==> src/rtl/interp_ctrl_pkg.sv <==
// Shared types and default geometry for the interpolation loop controller.
// The optional abort input is enabled by the INTERP_CTRL_ABORT_EN macro (see interp_loop_ctrl.sv).
package interp_ctrl_pkg;

    // Controller state encoding
    typedef enum logic [1:0] {
        ST_IDLE = 2'd0,
        ST_RUN  = 2'd1,
        ST_DONE = 2'd2
    } state_e;

    // Default sweep geometry: 14 columns x 8 rows, 4-bit counters
    localparam int DEFAULT_CW       = 4;
    localparam int DEFAULT_LAST_COL = 13;
    localparam int DEFAULT_LAST_ROW = 7;

endpackage

==> src/rtl/interp_wrap_cnt.sv <==
// CW-bit counter that counts 0..LAST and wraps back to 0.
// wrap_o flags the terminal value; the compare happens before the add,
// so the adder never overflows.
module interp_wrap_cnt #(
    parameter int CW   = 4,
    parameter int LAST = 13
) (
    input  logic          clk,
    input  logic          srst,
    input  logic          en,
    input  logic          clr,
    output logic [CW-1:0] cnt_o,
    output logic          wrap_o
);

    localparam logic [CW-1:0] LAST_V = CW'(LAST);

    logic [CW-1:0] cnt_q;
    logic [CW-1:0] cnt_d;

    assign cnt_o  = cnt_q;
    assign wrap_o = (cnt_q == LAST_V);

    // Next count: clear wins, otherwise advance or wrap when enabled
    always_comb begin
        cnt_d = cnt_q;
        if (clr) begin
            cnt_d = '0;
        end else if (en) begin
            cnt_d = wrap_o ? '0 : cnt_q + CW'(1);
        end
    end

    // Count register with synchronous reset
    always_ff @(posedge clk) begin
        if (srst) begin
            cnt_q <= '0;
        end else begin
            cnt_q <= cnt_d;
        end
    end

endmodule

==> src/rtl/interp_loop_ctrl.sv <==
// Loop controller for the interpolation buffer read: sweeps columns 0..LAST_COL
// within rows 0..LAST_ROW, one read per ready cycle, then pulses done.
// Optional feature: define INTERP_CTRL_ABORT_EN to add the abort input.
module interp_loop_ctrl
    import interp_ctrl_pkg::*;
#(
    parameter int CW       = DEFAULT_CW,
    parameter int LAST_COL = DEFAULT_LAST_COL,
    parameter int LAST_ROW = DEFAULT_LAST_ROW
) (
    input  logic          clk,
    input  logic          rst,
    input  logic          start,
    input  logic          ready_in,
`ifdef INTERP_CTRL_ABORT_EN
    input  logic          abort,
`endif
    output logic          busy,
    output logic          rd_en,
    output logic [CW-1:0] col_sel,
    output logic [CW-1:0] row_sel,
    output logic          line_end,
    output logic          done
);

    state_e state_q;
    state_e state_d;

    logic   col_wrap;
    logic   row_wrap;
    logic   abort_req;
    logic   cnt_clr;

`ifdef INTERP_CTRL_ABORT_EN
    assign abort_req = abort;
`else
    assign abort_req = 1'b0;
`endif

    // Abort only matters mid-sweep; it wipes the counters on its way to IDLE
    assign cnt_clr = (state_q == ST_RUN) && abort_req;

    interp_wrap_cnt #(
        .CW   (CW),
        .LAST (LAST_COL)
    ) u_col_cnt (
        .clk    (clk),
        .srst   (rst),
        .en     (rd_en),
        .clr    (cnt_clr),
        .cnt_o  (col_sel),
        .wrap_o (col_wrap)
    );

    // The row advances only when the column wraps on an issued read;
    // on the final read both counters wrap back to zero by themselves
    interp_wrap_cnt #(
        .CW   (CW),
        .LAST (LAST_ROW)
    ) u_row_cnt (
        .clk    (clk),
        .srst   (rst),
        .en     (rd_en && col_wrap),
        .clr    (cnt_clr),
        .cnt_o  (row_sel),
        .wrap_o (row_wrap)
    );

    // Next-state and output decode; ready_in -> rd_en is the only combinational path
    always_comb begin
        state_d  = state_q;
        busy     = 1'b0;
        rd_en    = 1'b0;
        line_end = 1'b0;
        done     = 1'b0;
        unique case (state_q)
            ST_IDLE: begin
                if (start) begin
                    state_d = ST_RUN;
                end
            end
            ST_RUN: begin
                busy     = 1'b1;
                line_end = col_wrap;
                if (abort_req) begin
                    state_d = ST_IDLE;
                end else begin
                    rd_en = ready_in;
                    if (ready_in && col_wrap && row_wrap) begin
                        state_d = ST_DONE;
                    end
                end
            end
            ST_DONE: begin
                busy    = 1'b1;
                done    = 1'b1;
                state_d = ST_IDLE;
            end
            default: begin
                state_d = ST_IDLE;
            end
        endcase
    end

    // State register
    always_ff @(posedge clk) begin
        if (rst) begin
            state_q <= ST_IDLE;
        end else begin
            state_q <= state_d;
        end
    end

endmodule

==> config.mk <==
export PLATFORM = sky130hd
export DESIGN_NAME = interp_loop_ctrl
export DESIGN_NICKNAME = d
export VERILOG_FILES = /design/src/rtl/interp_ctrl_pkg.sv /design/src/rtl/interp_wrap_cnt.sv /design/src/rtl/interp_loop_ctrl.sv
export SDC_FILE = /design/constraint.sdc
export NUM_CORES = 1
export LEC_CHECK = 0
export CAP_MARGIN = 20
export CELL_PAD_IN_SITES_DETAIL_PLACEMENT = 1
export CELL_PAD_IN_SITES_GLOBAL_PLACEMENT = 2
export CORE_UTILIZATION = 30
export CTS_BUF_LIST = sky130_fd_sc_hd__clkbuf_4
export CTS_CLUSTER_SIZE = 8
export DETAILED_ROUTE_END_ITERATION = 12
export PLACE_DENSITY = 0.92
export SYNTH_ARGS = -nofsm -noshare
export SYNTH_HDL_FRONTEND = slang
export SYNTH_SLANG_ARGS = --single-unit
==> constraint.sdc <==
create_clock -name clk -period 2.8 [get_ports clk]
set_clock_uncertainty 0.2 [all_clocks]
set_input_delay 0.84 -clock clk [delete_from_list [all_inputs] [get_ports clk]]
set_output_delay 0.84 -clock clk [all_outputs]
set_load 0.005 [all_outputs]
==> flow_summary.toml, run 1 <==
[pwr]
vdd_ir_drop_max_uv = 195.6
seq_power_share = 0.424
switching_power_uw = 113.5
p_int_uw = 268.5
switching_share = 0.2972
combPwrFrac = 0.318
power_leakage_nw = 0.3661
clockPowerShare = 0.258
powerDensity_mw_per_mm2 = 464.7

[timing]
worst_slack_ns = 0.06638
max_slew_margin = 0.8030
fmax_ghz = 0.3658
setup_viol = 0
hold_ws_ns = 0.3138
rsz0062_at_grt = "false"
min_period_over_period = 0.9763
finalSetupTns_ns = 0
tightest_slew_ns = 0.2919
drv_slew = 0
finalHoldViolCount = 0
period_minus_slack_ns = 2.734

[layout]
final_layout_size_suffix_gt1_frac = 0.1412
antenna_cells = 0
nNetsFinal = 96
instances_no_fill = 110
syn_to_final_growth_pct = 43.45

[drt]
drc = 0
routed_wl_mm = 1.466
postRouteAntennaNets = 0
via_per_inst = 5.064
dr_total_vias = 557
avgRoutedWirePerCell_um = 13.33
dr.first_iter.drc_count = 6
first_pass_iters = 3

[synthesis]
synth_top_area_frac = 0.3493
synth_area_per_cell_um2 = 9.243
yosys.area.top_type = "dfxtp_1"
yosysUniqueCellTypes = 31
syn_nets = 71
ys_async_sr_fraction = 0
ys_ff_latch = 10
synth-edff-count = 0
synthTopCellsByArea = "dfxtp_1, ha_1, mux2i_1, a21oi_1, nand4b_4"
ys_warn_count = 0
yosysMostFrequentCell = "dfxtp_1"
synth_top_flop_cell = "dfxtp_1"
syn_inst = 62
netlist_area_um2 = 573.1
ys_seq_area_frac = 0.3493
synth_common_cells = "dfxtp_1, a21oi_1, ha_1, inv_1"

[clock_network]
clock_path_buffers = 2
cts_setup_buffers = 0
clkTransAtPathRegs_ns = 0.07
cts_root_buf = "clkbuf_4"
clk_latency_ns = 0.27
hold_buffers = 0
clock-sinks = 10
cts_made_buffers = 3
cts_tree = "built"
htreeDepth = 1

[floorplan]
die_h_um = 45.71
die-area_mm2 = 0.002089
die_w_um = 45.71
core.rowCount = 15
start_util = 0.3248
design.core.area_mm2 = 0.001764
pin_count = 16

[placement]
dp_cells = 107
hpwl_mm = 1.122
io_buffer_count = 15
globalplace.congestion = 0.7378
dpl_worst_slack_ns = -0.2422

[worst_setup_path]
worstPathRequired_ns = 1.76
setup.worst_path.start_class = "input pin"
cp-end-kind = "output port"
regToRegSetupSlack_ns = 0.93
crit_fanout = 3
cp.arrival_ns = 1.69
crit_type = "in -> out"

[global_route]
grt_max_degree = 8
grt_pass1_wl_mm = 2.428
first_global_vias = 524
antenna_found_initial = 0
grt_overflow = 0
grt_util_all_layers = 0.1699

[outcome]
outcome = "finished clean"

[worst_hold_path]
min-delay-path-class = "reg -> reg"

[job]
cap_violations = 0
==> cell families (layout without fill, tap and decap cells) <==
| logic type | count (synthesis) | in the layout | share of synthesized area |
|---|---|---|---|
| AO/OA/AOI/OAI | 17 | 17 | 0.1987 |
| adder cells (fa/ha/maj) | 5 | 5 | 0.1092 |
| buffers and inverters | 7 | 30 | 0.04586 |
| AND/OR/NAND/NOR | 19 | 19 | 0.2293 |
| XOR/XNOR | 1 | 1 | 0.01529 |
| multiplexers | 3 | 3 | 0.05240 |
| flip-flops | 10 | 10 | 0.3493 |
==> placed cells by master, fill, tap and decap left out, drive strengths merged <==
master	netlist	layout
mux2i	3	3
a311oi	1	1
buf	0	7
nand3	2	2
inv	5	5
or4	2	2
and4b	2	2
and3	1	1
nand2	3	3
nor2	2	2
ha	5	5
clkdlybuf4s15	0	1
a21oi	5	5
a21boi	1	1
dfxtp	10	10
clkdlybuf4s50	0	14
xnor2	1	1
o311ai	1	1
nand4	1	1
nor2b	1	1
a21o	1	1
nand2b	1	1
nor3	1	1
a31oi	2	2
o41ai	1	1
o21ai	2	2
o211ai	1	1
or3	1	1
clkbuf	2	3
o31ai	1	1
nand4b	1	1
o211a	1	1
and2	1	1
==> sequential cells by signal (all words and copies together) (netlist names) <==
name / cells
state_q: 2
u_row_cnt.cnt_o: 4
u_col_cnt.cnt_o: 4
==> power by group through the flow <==
stage               combinational, mW  sequential, mW  clock, mW
floorplan                      0.0613           0.167          0
global placement                0.119           0.165          0
global route                    0.134           0.163      0.111
CTS                             0.123           0.162      0.102
finish                          0.122           0.162     0.0984
detailed placement              0.122           0.165          0
==> path summary, 6_finish.rpt <==
path,start,to,depth (start not counted)
worst max register to register,state_q[1]$_SDFFE_PP0P_,u_row_cnt.cnt_o[0]$_SDFFE_PP0P_,6
worst min register to register,u_row_cnt.cnt_o[2]$_SDFFE_PP0P_,u_row_cnt.cnt_o[2]$_SDFFE_PP0P_,2
worst max-delay path,ready_in,rd_en,4
worst min-delay path,u_row_cnt.cnt_o[2]$_SDFFE_PP0P_,u_row_cnt.cnt_o[2]$_SDFFE_PP0P_,2
==> metrics by stage <==
stage,area [um^2],power (mW),util
after floorplan,573.1,0.2281,-
after global placement,799.5,0.2840,0.4532
after detailed placement,799.5,0.2880,0.4532
after CTS,820.8,0.3876,0.4652
after global routing,822.0,0.4084,0.4660
final,822.0,0.3820,0.4660
==> critical path, cell delays in order <==
cell and delay, ns:
clkdlybuf4s15_1 0.20, nand2_1 0.08, inv_1 0.08, clkdlybuf4s50_1 0.49
==> what timing repair did <==
| item | CTS | global route |
|---|---|---|
| setup endpoints to repair | 1 | 1 |
| gates resized for setup | 1 | 1 |
| cloned | 0 | 0 |
==> layer usage <==
metal | global-route usage | up-vias | part of all wire
met5 | 0 | - | 0
li1 | - | 282 | -
met1 | 0.2038 | 256 | 0.47
met3 | 0.07540 | 5 | 0.059
met4 | 0.07059 | 0 | 0.018
met2 | 0.2629 | 14 | 0.45
==> final cells by class <==
type	count	area (um^2)
clock buffer	3	22.52
fill	221	942.2
inverter	5	18.77
multi-input combinational	45	346.6
sequential	10	200.2
tap	25	31.28
timing repair buffer	22	202.7
Note: power is estimated with default switching activity, not from simulation.
==> inputs of run 2 (changes only) <==
--- a/config.mk
+++ b/config.mk
@@ -10,7 +10,7 @@
 export CELL_PAD_IN_SITES_GLOBAL_PLACEMENT = 2
 export CORE_UTILIZATION = 30
 export CTS_BUF_LIST = sky130_fd_sc_hd__clkbuf_4
-export CTS_CLUSTER_SIZE = 8
+export CTS_CLUSTER_SIZE = 12
 export DETAILED_ROUTE_END_ITERATION = 12
 export PLACE_DENSITY = 0.92
 export SYNTH_ARGS = -nofsm -noshare
==> results of run 2 <==
No change in the layout: final DEF, timing and power equal those of run 1.
